===== config.mk =====
export PLATFORM = sky130hd
export DESIGN_NAME = disp_scan_ctrl
export DESIGN_NICKNAME = d
export VERILOG_FILES = /design/src/rtl/disp_pkg.sv /design/src/rtl/scan_prescaler.sv /design/src/rtl/disp_scan_ctrl.sv
export SDC_FILE = /design/constraint.sdc
export NUM_CORES = 1
export LEC_CHECK = 0
export ABC_CLOCK_PERIOD_IN_PS = 5210
export BUFFER_PORTS_ARGS = -buffer_cell sky130_fd_sc_hd__clkbuf_2
export CORE_UTILIZATION = 42
export DETAILED_ROUTE_END_ITERATION = 16
export SLEW_MARGIN = 30
export SYNTH_ARGS = -nofsm -noshare
export SYNTH_HDL_FRONTEND = slang
export SYNTH_SLANG_ARGS = --single-unit

===== constraint.sdc =====
create_clock -name clk -period 5.21 [get_ports clk]
set_input_delay 0.7815 -clock clk [delete_from_list [all_inputs] [get_ports clk]]
set_output_delay 0.7815 -clock clk [all_outputs]
set_load 0.02 [all_outputs]

===== src/rtl/disp_pkg.sv =====
// Shared types, sizes and the leading-zero rule for the 4-digit scan controller.
package disp_pkg;

   typedef enum logic [1:0] {IDLE, BLANK, SHOW} state_t;

   localparam int NUM_DIGITS = 4;
   localparam int SEL_W      = 2;
   localparam int DIGITS_W   = 4 * NUM_DIGITS;

   // A digit goes dark when blanking is on and it and every more-significant digit are zero.
   function automatic logic lz_suppress(input logic [DIGITS_W-1:0] digits,
                                        input logic [SEL_W-1:0]    sel,
                                        input logic                blank_lz);
      logic dark;
      dark = blank_lz && (sel != '0);
      for (int i = 0; i < NUM_DIGITS; i++) begin
         if ((i >= int'(sel)) && (digits[4*i +: 4] != 4'd0)) dark = 1'b0;
      end
      return dark;
   endfunction

endpackage


===== src/rtl/scan_prescaler.sv =====
// Digit-slot counter: counts 0..TICK_DIV-1 while the scan runs, held at 0 otherwise.
module scan_prescaler #(
   parameter int TICK_DIV  = 100000,
   parameter int BLANK_CYC = 2
) (
   input  logic clk,
   input  logic rst_n,
   input  logic enable,
   input  logic run,
   output logic slot_start,
   output logic blank_last,
   output logic slot_last
);

   localparam int CNT_W = $clog2(TICK_DIV);

   logic [CNT_W-1:0] cnt_q;

   always_ff @(posedge clk or negedge rst_n) begin
      if (!rst_n) begin
         cnt_q <= '0;
      end else if (!enable || !run || slot_last) begin
         cnt_q <= '0;
      end else begin
         cnt_q <= cnt_q + CNT_W'(1);
      end
   end

   assign slot_start = (cnt_q == '0);
   assign blank_last = (cnt_q == CNT_W'(BLANK_CYC - 1));
   assign slot_last  = (cnt_q == CNT_W'(TICK_DIV - 1));

endmodule


===== src/rtl/disp_scan_ctrl.sv =====
// Time-multiplexed 4-digit scan controller with inter-digit blanking,
// frame-synchronous digit updates and optional leading-zero suppression.
module disp_scan_ctrl
   import disp_pkg::*;
#(
   parameter int TICK_DIV  = 100000,
   parameter int BLANK_CYC = 2
) (
   input  logic                  clk,
   input  logic                  rst_n,
   input  logic                  enable,
   input  logic                  load,
   input  logic [DIGITS_W-1:0]   digits_i,
   input  logic [NUM_DIGITS-1:0] dp_i,
   input  logic                  blank_lz,
   output logic [SEL_W-1:0]      sel_o,
   output logic                  en_n_o,
   output logic [3:0]            nibble_o,
   output logic                  dp_o,
   output logic                  frame_done
);

   state_t                state_q, state_d;
   logic [SEL_W-1:0]      sel_q, sel_d, slot_sel;
   logic                  en_n_q, en_n_d;
   logic [3:0]            nibble_q, nibble_d;
   logic                  dp_q, dp_d;
   logic                  frame_done_q, frame_done_d;
   logic                  supp_q, supp_d, supp_now;
   logic                  new_slot;
   logic [DIGITS_W-1:0]   act_dig_q, act_dig_d, pend_dig_q, pend_dig_d, slot_dig;
   logic [NUM_DIGITS-1:0] act_dp_q, act_dp_d, pend_dp_q, pend_dp_d, slot_dp;
   logic                  slot_start, blank_last, slot_last;

   scan_prescaler #(
      .TICK_DIV  (TICK_DIV),
      .BLANK_CYC (BLANK_CYC)
   ) u_prescaler (
      .clk        (clk),
      .rst_n      (rst_n),
      .enable     (enable),
      .run        (state_q != IDLE),
      .slot_start (slot_start),
      .blank_last (blank_last),
      .slot_last  (slot_last)
   );

   assign supp_now = lz_suppress(act_dig_q, sel_q, blank_lz);

   always_comb begin
      state_d      = state_q;
      sel_d        = sel_q;
      en_n_d       = en_n_q;
      nibble_d     = nibble_q;
      dp_d         = dp_q;
      frame_done_d = 1'b0;
      supp_d       = supp_q;
      act_dig_d    = act_dig_q;
      act_dp_d     = act_dp_q;
      pend_dig_d   = load ? digits_i : pend_dig_q;
      pend_dp_d    = load ? dp_i : pend_dp_q;
      new_slot     = 1'b0;
      slot_sel     = sel_q;
      slot_dig     = act_dig_q;
      slot_dp      = act_dp_q;

      if (!enable) begin
         state_d = IDLE;
         sel_d   = '0;
         en_n_d  = 1'b1;
      end else begin
         case (state_q)
            // Starting from dark is a frame start: the latest pending digits go live at once.
            IDLE: begin
               state_d  = BLANK;
               new_slot = 1'b1;
               slot_sel = '0;
               slot_dig = pend_dig_d;
               slot_dp  = pend_dp_d;
            end
            BLANK: begin
               if (slot_start) supp_d = supp_now;
               if (blank_last) begin
                  state_d = SHOW;
                  en_n_d  = slot_start ? supp_now : supp_q;
               end
            end
            SHOW: begin
               if (slot_last) begin
                  state_d  = BLANK;
                  new_slot = 1'b1;
                  slot_sel = sel_q + SEL_W'(1);
                  if (sel_q == SEL_W'(NUM_DIGITS - 1)) begin
                     frame_done_d = 1'b1;
                     slot_dig     = pend_dig_d;
                     slot_dp      = pend_dp_d;
                  end
               end
            end
            default: begin
               state_d = IDLE;
               sel_d   = '0;
               en_n_d  = 1'b1;
            end
         endcase
      end

      // Digit value and point switch together with the select and hold for the whole slot.
      if (new_slot) begin
         sel_d     = slot_sel;
         en_n_d    = 1'b1;
         act_dig_d = slot_dig;
         act_dp_d  = slot_dp;
         nibble_d  = slot_dig[{slot_sel, 2'b00} +: 4];
         dp_d      = slot_dp[slot_sel];
      end
   end

   always_ff @(posedge clk or negedge rst_n) begin
      if (!rst_n) begin
         state_q      <= IDLE;
         sel_q        <= '0;
         en_n_q       <= 1'b1;
         nibble_q     <= '0;
         dp_q         <= 1'b0;
         frame_done_q <= 1'b0;
         supp_q       <= 1'b0;
         act_dig_q    <= '0;
         act_dp_q     <= '0;
         pend_dig_q   <= '0;
         pend_dp_q    <= '0;
      end else begin
         state_q      <= state_d;
         sel_q        <= sel_d;
         en_n_q       <= en_n_d;
         nibble_q     <= nibble_d;
         dp_q         <= dp_d;
         frame_done_q <= frame_done_d;
         supp_q       <= supp_d;
         act_dig_q    <= act_dig_d;
         act_dp_q     <= act_dp_d;
         pend_dig_q   <= pend_dig_d;
         pend_dp_q    <= pend_dp_d;
      end
   end

   assign sel_o      = sel_q;
   assign en_n_o     = en_n_q;
   assign nibble_o   = nibble_q;
   assign dp_o       = dp_q;
   assign frame_done = frame_done_q;

endmodule


-- Word-level counts from Yosys, hierarchy flattened
Index checks and enable logic that the tools add are counted.
- $add $sub $neg: 2
- order comparisons: 4
- eq/ne operators: 10
- shifts and indexed selects: 1
- mux-type cells: 39
- reduce and logical (&&, ||, !) cells: 21
- operator list (cell ; number):
    16-bit 2-to-1 mux ; 4
    16-bit one-hot mux with 2 select lines ; 1
    17-bit by 1-bit adder with 17-bit output, second input constant ; 1
    17-bit by 1-bit == test with 1-bit output, second input constant ; 1
    17-bit == test, second input constant ; 1
    17-bit logical NOT ; 1
    17-bit 2-to-1 mux ; 1
    2-bit 2-to-1 mux ; 8
    4-bit 2-to-1 mux ; 4
    4-bit nonzero test ; 4
    16-bit by 5-bit indexed part select with 4-bit output ; 1
    1-bit 2-to-1 mux ; 15
    3-bit by 2-bit != test with 1-bit output, second input constant ; 3
    4-bit one-hot mux with 2 select lines ; 1
    2-bit one-hot mux with 3 select lines ; 1
    2-bit AND reduction ; 3
    2-bit == test, second input constant ; 2
    1-bit by 2-bit greater-or-equal comparator with 1-bit output, first input constant ; 2
    1-bit logical AND ; 4
    4-bit != test, second input constant ; 1
    1-bit one-hot mux with 2 select lines ; 2
    2-bit one-hot mux with 2 select lines ; 1
    2-bit nonzero test ; 2
    2-bit by 3-bit < comparator with 1-bit output, second input constant ; 1
    other kinds (10) ; 12
- flip-flop bits (word level): 69
- input bits: 25

-- Longest topological paths before layout
Gate-level depths: netlist (run 1).
- depth in word-level cells: 11
- gate-level depth with buffers: 10
- mapped depth without buffers: 8

-- Cells and area by module
A second synthesis (run 1) with hierarchy kept.
- cell total of the unflattened synthesis: 342
- area total of the unflattened synthesis: 3485.8 µm²
- by module, submodules not included (module ; times used ; cells an instance ; area each (µm²) ; sequential area each (µm²)):
    disp_scan_ctrl ; 1 ; 240 ; 2539.9 ; 1302.5
    scan_prescaler ; 1 ; 102 ; 945.9 ; 425.4

-- Worst setup path before layout (run 1)
OpenSTA, ideal clock, no wires.
- path kind: register -> register
- from: register u_prescaler.cnt_q[11]
- to: register nibble_q[3], in the netlist nibble_o[3]
- setup time: 126 ps
- arrival: 2785 ps
- required time: 5084 ps
- slack: 2299 ps
- cell stages (with the launch flop): 9
- path buffers: 2
- clock period less this slack: 2911 ps
- path through: dfrtp_1 -> or4_4 -> or4_4 -> buf_6 -> o22ai_4 -> buf_8 -> mux2_2 -> o2bb2ai_1 -> o32a_1
- longest elaborated chain between the ends: 5
- elaborated cells on any way between the ends: 11
- those cells by class: 1 x eq/ne; 1 x shift; 9 x mux
- RTL lines (element ; RTL line ; text):
    start, declared ; scan_prescaler.sv:17 ; logic [CNT_W-1:0] cnt_q;
    start signal, assigned ; scan_prescaler.sv:25 ; cnt_q <= cnt_q + CNT_W'(1);
    17-bit == test * ; scan_prescaler.sv:31 ; assign slot_last = (cnt_q == CNT_W'(TICK_DIV - 1));
    16-bit 2-to-1 mux / 2-bit 2-to-1 mux (equally long branches) ; disp_scan_ctrl.sv:89 ; if (slot_last) begin
    16-bit one-hot mux with 2 select lines / 2-bit one-hot mux with 2 select lines (equally long branches) ; disp_scan_ctrl.sv:72 ; case (state_q)
    16-bit 2-to-1 mux / 2-bit 2-to-1 mux (equally long branches) ; disp_scan_ctrl.sv:67 ; if (!enable) begin
    16-bit by 5-bit indexed part select with 4-bit output ; disp_scan_ctrl.sv:114 ; nibble_d = slot_dig[{slot_sel, 2'b00} +: 4];
    end signal, assigned ; disp_scan_ctrl.sv:136 ; nibble_q <= nibble_d;
    end, declared ; disp_scan_ctrl.sv:26 ; logic [3:0] nibble_q, nibble_d;
Mark *: on every way between the ends. The rest lies on a longest branch, timed or not.
A chain may end at the register's enable or synchronous reset.

-- Final worst setup path (run 1)
Same ends and word-level chain as after synthesis.

==> summary.md, run 1 <==
| Metric | Value |
|---|---|
| Final Hold Viols | `0` |
| CP startpoint kind | `register` |
| Post-layout min period | `3330 ps` |
| Rel. slew slack | `48.2%` |
| Layout Cells excl Fill | `446` |
| Status | `finished, final reports clean` |
| Initial core utilization | `43.4%` |
| Largest net degree at the start of global routing | `70` |
| Max Freq | `300 MHz` |
| Die W | `91.4 um` |
| Vias/cell | `5.19` |
| Post-synthesis cell area | `3360 sq um` |
| Max-cap violations | `0` |
| IO buf count | `33` |
| GR Util All Layers | `17.7%` |
| CTS root buffer | `clkbuf_8` |
| Worst min path class | `register to register` |
| CTS tree | `done` |
| Worst EP arrival | `3560 ps` |
| ANT cells | `0` |
| Clk slew on worst S/H paths | `70 ps` |
| Area Overhead vs Synth | `14.3%` |
| Dpl hpwl | `4810 um` |
| Post-synth top flop | `dfrtp_1` |
| Max VDD drop | `220 uV` |
| Worst path required time | `5440 ps` |
| Cell variety after synth | `50` |
| Die height | `91.4 um` |
| Core area | `7730 sq um` |
| Top post-synthesis cells by area | `dfrtp_1 51%, mux2_2 10%, nor2_1 3.8%` |
| CP max stage cell | `or4_4` |
| EDFF count, synth | `0` |
| Routed wl met2 | `3200 um` |
| Flops & latches, synth | `69` |
| Num CTS Buffers | `9` |
| Initial antenna violation count | `0` |
| Setup TNS after final layout | `0 ps` |
| Post-Route WL | `6670 um` |
| Max H-tree Level | `3` |
| Hold-fix buffers, CTS | `0` |
| Critical Path End Type | `register` |
| Biggest area consumer among synthesized cells | `dfrtp_1` |
| Worst-Margin Slew | `777 ps` |
| Final layout net count | `370` |
| Syn Nets | `334` |
| RSZ-0062 raised after global routing | `no` |
| Final Slew Violations | `0` |
| Placed insts | `430` |
| GRT overflow | `0` |
| I/O Pins | `34` |
| Seq/Total Area, Yosys | `51.5%` |
| Fin Clk Skew | `12.6 ps` |
| Cells along the critical path | `or4_4 -> or4_4 -> o22ai_4 -> mux2_2 -> mux2i_1 -> nor2_1 -> o32a_1` |
| FFs w/ async S/R, synth | `100%` |
| Clk_lat worst skew | `350 ps` |
| Postcts setup bufs | `0` |
| GPL Wtd Cong | `0.825` |
| Detail Route Antenna Nets | `0` |
| Slack of the critical path | `1880 ps` |
| Count leader, synth | `dfrtp_1` |
| First-pass GRT wire length | `11400 um` |
| Site row count | `32` |
| Vias in the first global route | `2265` |
| FILL cells | `713` |
| Yosys Warn Count | `0` |
| Max layer used | `met4` |
| Syn avg cell area | `11.1 sq um` |
| Initial detailed-routing violation count | `102` |
| Final period util | `63.9%` |
| Worst-case clock buffer depth | `2` |
| Crit path kind | `register to register` |
| Power per cell area | `411 nW/um^2` |
| Most Frequent Cell on Critical Path | `or4_4` |
| Die Area | `8350 sq um` |
| Layout cells sized above 1 | `27.0%` |
| Vias after detailed routing | `2315` |
| CP peak stage delay | `620 ps` |
| Crit Path Max Fanout | `24` |
| Mapped Cells | `303` |
| Top post-synthesis cells by count | `68 x dfrtp_1, 34 x nor2_1, 30 x mux2_2, 23 x nand2_1, 14 x inv_1` |
| DRC Markers | `0` |
| Synth top area share | `50.7%` |
| Pleak | `1.63 nW` |
| CTS resizes | `0` |
| CP Buf/Inv Count | `0` |
| Avg WL per Cell | `14.9 um` |
| Met1 Routed Length | `3080 um` |
| Placement Setup Slack | `1850 ps` |
| CTS sink count | `69` |
| # setup viols final | `0` |
| Metal3 WL | `240 um` |
| Cell family with most CP delay | `simple AND/OR/NAND/NOR gates` |
| First drt pass iteration count | `4` |
[cells by family after synthesis]
group	share of synthesized area, %
mux	14.6
fa+ha+maj	2.24
xor+xnor	3.65
flops	51.5
simple gates	15.6
buf+inv	3.39
compound gates	9.06
[cell type report]
class	count	area [sq um]	area share [%]
clock buffers	10	138	3.59
flip-flops and latches	69	1730	45.0
clock inverters	6	93.8	2.44
inverters	14	52.6	1.37
multi-input cells	210	1520	39.5
well taps	102	128	3.32
repair buffers	35	184	4.79
[cells in the final DEF, fill, tap and decap left out, types with 5 or more instances in the layout]
cell / instances
a21oi_1: 12
clkbuf_2: 32
clkbuf_8: 10
dfrtp_1: 68
ha_1: 6
inv_1: 14
mux2_2: 30
mux2i_1: 11
nand2_1: 23
nand3_1: 5
nand4_1: 5
nor2_1: 34
nor3_1: 7
nor4_1: 7
o21ai_0: 10
xnor2_1: 6
xor2_1: 8
[worst paths after layout]
| check | slack (ps) | startpoint | endpoint | depth (start not counted) |
|---|---|---|---|---|
| worst min register to register | 480 | act_dig_q[1]$_DFFE_PN0P_ | act_dig_q[1]$_DFFE_PN0P_ | 1 |
| max in group asynchronous | 4270 | rst_n | act_dig_q[1]$_DFFE_PN0P_ | 2 |
| min in group asynchronous | 510 | rst_n | pend_dig_q[15]$_DFF_PN0_ | 2 |
| worst max-delay path | 1880 | u_prescaler.cnt_q[11]$_DFF_PN0_ | nibble_o[3]$_DFFE_PN0P_ | 7 |
| worst max register to register | 1880 | u_prescaler.cnt_q[11]$_DFF_PN0_ | nibble_o[3]$_DFFE_PN0P_ | 7 |
| worst min-delay path | 480 | act_dig_q[1]$_DFFE_PN0P_ | act_dig_q[1]$_DFFE_PN0P_ | 1 |
[stage by stage]
step / total power, mW / util, % / cell area (sq um) / hold slack (ps)
2_1_floorplan: 0.983 / - / 3360 / 450
3_3_place_gp: 1.09 / 46.6 / 3600 / 464
3_5_place_dp: 1.10 / 46.6 / 3600 / 468
4_1_cts: 1.60 / 49.6 / 3830 / 484
5_1_grt: 1.67 / 49.7 / 3840 / 512
6_report: 1.58 / 49.7 / 3840 / 481
[worst register-to-register path, stage by stage (launching register included)]
cell	delay, ps
dfrtp_1	440
or4_4	590
or4_4	620
o22ai_4	600
mux2_2	430
mux2i_1	140
nor2_1	60
o32a_1	340
[layer usage]
| layer | vias to the layer above | track usage (%) |
|---|---|---|
| met3 | 13 | 5.28 |
| met1 | 1109 | 23.8 |
| met2 | 50 | 26.9 |
| met5 | - | 0 |
| li1 | 1143 | - |
| met4 | 0 | 6.48 |
[where the power goes]
| part | switching [mW] | total (mW) | leakage, nW | internal [mW] |
|---|---|---|---|---|
| sequential | 0.0720 | 0.727 | 0.851 | 0.655 |
| clock | 0.210 | 0.496 | 0.113 | 0.287 |
| combinational | 0.192 | 0.353 | 0.664 | 0.162 |
| total | 0.473 | 1.58 | 1.63 | 1.10 |
[sequential cells by signal, summed over array words and instances, names as in the netlist, 2 cells and up]
signal and count:
state_q 2, act_dp_q 4, u_prescaler.cnt_q 17, act_dig_q 16
nibble_o 4, pend_dig_q 16, pend_dp_q 4, sel_o 2
Note: power is estimated with default switching activity, not from simulation.
==> run 2, diff against run 1 <==
--- a/config.mk
+++ b/config.mk
@@ -5,7 +5,7 @@
 export SDC_FILE = /design/constraint.sdc
 export NUM_CORES = 1
 export LEC_CHECK = 0
-export ABC_CLOCK_PERIOD_IN_PS = 5210
+export ABC_CLOCK_PERIOD_IN_PS = 3380
 export BUFFER_PORTS_ARGS = -buffer_cell sky130_fd_sc_hd__clkbuf_2
 export CORE_UTILIZATION = 42
 export DETAILED_ROUTE_END_ITERATION = 16
==> constraint.sdc (replaced) <==
create_clock -name clk -period 3.38 [get_ports clk]
set_input_delay 0.507 -clock clk [delete_from_list [all_inputs] [get_ports clk]]
set_output_delay 0.507 -clock clk [all_outputs]
set_load 0.02 [all_outputs]
==> run 2 against run 1 <==
  * Final cell count grew 0.45%
  * Sequential cell count is the same
  * Worst setup slack lost 1600 ps
  * Hold slack lost 260 ps
  * Non-clock buffer count grew 2
  * Global-route usage grew 0.96 points
  * Largest cell class unchanged
  * Highest routed layer unchanged
==> summary.md, run 2 (synthesis results as in run 1) <==
| Metric | Value |
|---|---|
| Die W | `91.4 um (unchanged)` |
| Max-cap violations | `0 (unchanged)` |
| I/O Pins | `34 (unchanged)` |
| CTS resizes | `0 (unchanged)` |
| Postcts setup bufs | `0 (unchanged)` |
| FILL cells | `754 (+5.8%)` |
| Placement Setup Slack | `283 ps (-1570 ps)` |
| Final period util | `91.2% (+27 points)` |
| Worst min path class | `input port to async pin` |
| Slack of the critical path | `297 ps (-1590 ps)` |
| GPL Wtd Cong | `0.855 (+3.7%)` |
| Commonest non-fill, non-tap cells in the layout | `68 x dfrtp_1, 34 x nor2_1, 32 x clkbuf_2, 30 x mux2_2, 23 x nand2_1` |
| DRC Markers | `0 (unchanged)` |
| Metal3 WL | `244 um (+1.7%)` |
| Final Hold Viols | `0 (unchanged)` |
| Worst path required time | `3610 ps (-1830 ps)` |
| Die height | `91.4 um (unchanged)` |
| Worst Reg-to-Reg Cells | `7 (unchanged)` |
| Max reg flops | `17 (unchanged)` |
| Rel. slew slack | `49.5% (+1.3 points)` |
| Hold-fix buffers, CTS | `0 (unchanged)` |
| CTS sink count | `69 (unchanged)` |
| GRT overflow | `0 (unchanged)` |
| Crit path kind | `register to register` |
| Max layer used | `met4` |
| Worst EP arrival | `3310 ps (-250 ps)` |
| Layout cells sized above 1 | `26.9% (-0.16 points)` |
| Setup TNS after final layout | `0 ps (unchanged)` |
| Routed wl met2 | `3360 um (+5.3%)` |
| Max H-tree Level | `3 (unchanged)` |
| CP max stage cell | `or4_4` |
| Site row count | `32 (unchanged)` |
| Core area | `7730 sq um (unchanged)` |
| Worst r2r src | `u_prescaler.cnt_q[11]$_DFF_PN0_` |
| Critical R2R Capture | `nibble_o[0]$_DFFE_PN0P_` |
| Final Slew Violations | `0 (unchanged)` |
| Worst-case clock buffer depth | `2 (unchanged)` |
| # setup viols final | `0 (unchanged)` |
| Most Frequent Cell on Critical Path | `or4_4` |
| Clk slew on worst S/H paths | `70 ps (about the same)` |
| Vias/cell | `5.29 (+2.0%)` |
| Area Overhead vs Synth | `13.9%` |
| CP peak stage delay | `630 ps (about the same)` |
| Cells along the critical path | `or4_4 -> or4_4 -> o22ai_4 -> buf_4 -> mux2_2 -> a211oi_1 -> o22ai_1` |
| Worst-Margin Slew | `750 ps (-27.7 ps)` |
| Dpl hpwl | `5120 um (+6.5%)` |
| Max VDD drop | `235 uV (+6.7%)` |
| Num CTS Buffers | `9 (unchanged)` |
| Commonest non-fill, non-tap cell in the layout | `dfrtp_1` |
| Initial core utilization | `43.4% (unchanged)` |
| Status | `finished, final reports clean` |
| RSZ-0062 raised after global routing | `no` |
| CTS tree | `done` |
| Fin Clk Skew | `7.75 ps (-4.85 ps)` |
| Detail Route Antenna Nets | `0 (unchanged)` |
| Initial antenna violation count | `0 (unchanged)` |
| Avg WL per Cell | `15.5 um (+3.9%)` |
| Fin util | `49.5% (-0.19 points)` |
| Vias after detailed routing | `2371 (+2.4%)` |
| GR Util All Layers | `18.6% (+0.96 points)` |
| CTS root buffer | `clkbuf_8` |
| Final layout net count | `372 (+0.54%)` |
| Largest net degree at the start of global routing | `38 (-46%)` |
| Pleak | `1.63 nW (-0.20%)` |
| Post-layout min period | `3080 ps (-245 ps)` |
| First-pass GRT wire length | `11800 um (+4.3%)` |
| Flop-to-flop setup slack | `300 ps (-1590 ps)` |
| Initial detailed-routing violation count | `136 (+33%)` |
| First drt pass iteration count | `4 (unchanged)` |
| Power per cell area | `613 nW/um^2 (+49%)` |
| Clk_lat worst skew | `350 ps (about the same)` |
| Die Area | `8350 sq um (unchanged)` |
| Met1 Routed Length | `3150 um (+2.0%)` |
| IO buf count | `33 (unchanged)` |
| Largest regs | `u_prescaler.cnt_q (17), act_dig_q (16), pend_dig_q (16)` |
| Biggest register | `u_prescaler.cnt_q` |
| Crit Path Max Fanout | `17 (-29%)` |
| CP startpoint kind | `register` |
| Max Freq | `324 MHz (+7.9%)` |
| Post-Route WL | `6960 um (+4.4%)` |
| Vias in the first global route | `2358 (+4.1%)` |
| ANT cells | `0 (unchanged)` |
| Critical Path End Type | `register` |
[run 2: layout make-up]
cell class / count / area [sq um] / share of cell area (%)
Clock buffer: 12 / 145 / 3.80
Clock inverter: 4 / 47.5 / 1.24
Inverter: 14 / 52.6 / 1.37
Multi-Input combinational cell: 210 / 1520 / 39.6
Sequential cell: 69 / 1730 / 45.2
Tap cell: 102 / 128 / 3.34
Timing Repair Buffer: 37 / 208 / 5.43
[run 2: critical path, delay by kind of cell, from the launching register on]
family	cells	cell delay, ps
AO/OA/AOI/OAI	3	620
flip-flops	1	440
AND/OR/NAND/NOR	2	1220
buffers and inverters	1	310
multiplexers	1	370
[run 2: power by group]
group | internal (mW) | leakage [nW] | total [mW] | switching, mW
clock network | 0.359 | 0.0964 | 0.659 | 0.300
logic | 0.253 | 0.678 | 0.558 | 0.305
registers | 1.01 | 0.851 | 1.13 | 0.116
[run 2: how the worst max path moves through the flow]
stage	startpoint	to	slack (ps)	cells after the start
finish	u_prescaler.cnt_q[11]$_DFF_PN0_	nibble_o[0]$_DFFE_PN0P_	300	7
detailed placement	u_prescaler.cnt_q[11]$_DFF_PN0_	nibble_o[0]$_DFFE_PN0P_	280	7
CTS	u_prescaler.cnt_q[11]$_DFF_PN0_	nibble_o[0]$_DFFE_PN0P_	290	7
global placement	u_prescaler.cnt_q[11]$_DFF_PN0_	nibble_o[0]$_DFFE_PN0P_	340	7
floorplan	u_prescaler.cnt_q[11]$_DFF_PN0_	nibble_o[3]$_DFFE_PN0P_	470	8
global route	u_prescaler.cnt_q[11]$_DFF_PN0_	nibble_o[2]$_DFFE_PN0P_	190	7
[run 2: layer usage]
layer  vias to the layer above  GRT usage [%]
met3                        18           3.94
met4                         0           10.2
met1                      1161           24.0
met5                         -              0
met2                        48           29.3
li1                       1144              -
[run 2: metrics by stage]
| stage | area [sq um] | hold WS [ps] | total power [mW] | instances |
|---|---|---|---|---|
| after global placement | 3630 | 464 | 1.68 | 432 |
| after global routing | 3820 | 294 | 2.48 | 448 |
| final | 3820 | 222 | 2.34 | 448 |
| after CTS | 3820 | 238 | 2.37 | 448 |
| after detailed placement | 3630 | 467 | 1.71 | 432 |
| after floorplan | 3360 | 211 | 1.52 | 303 |
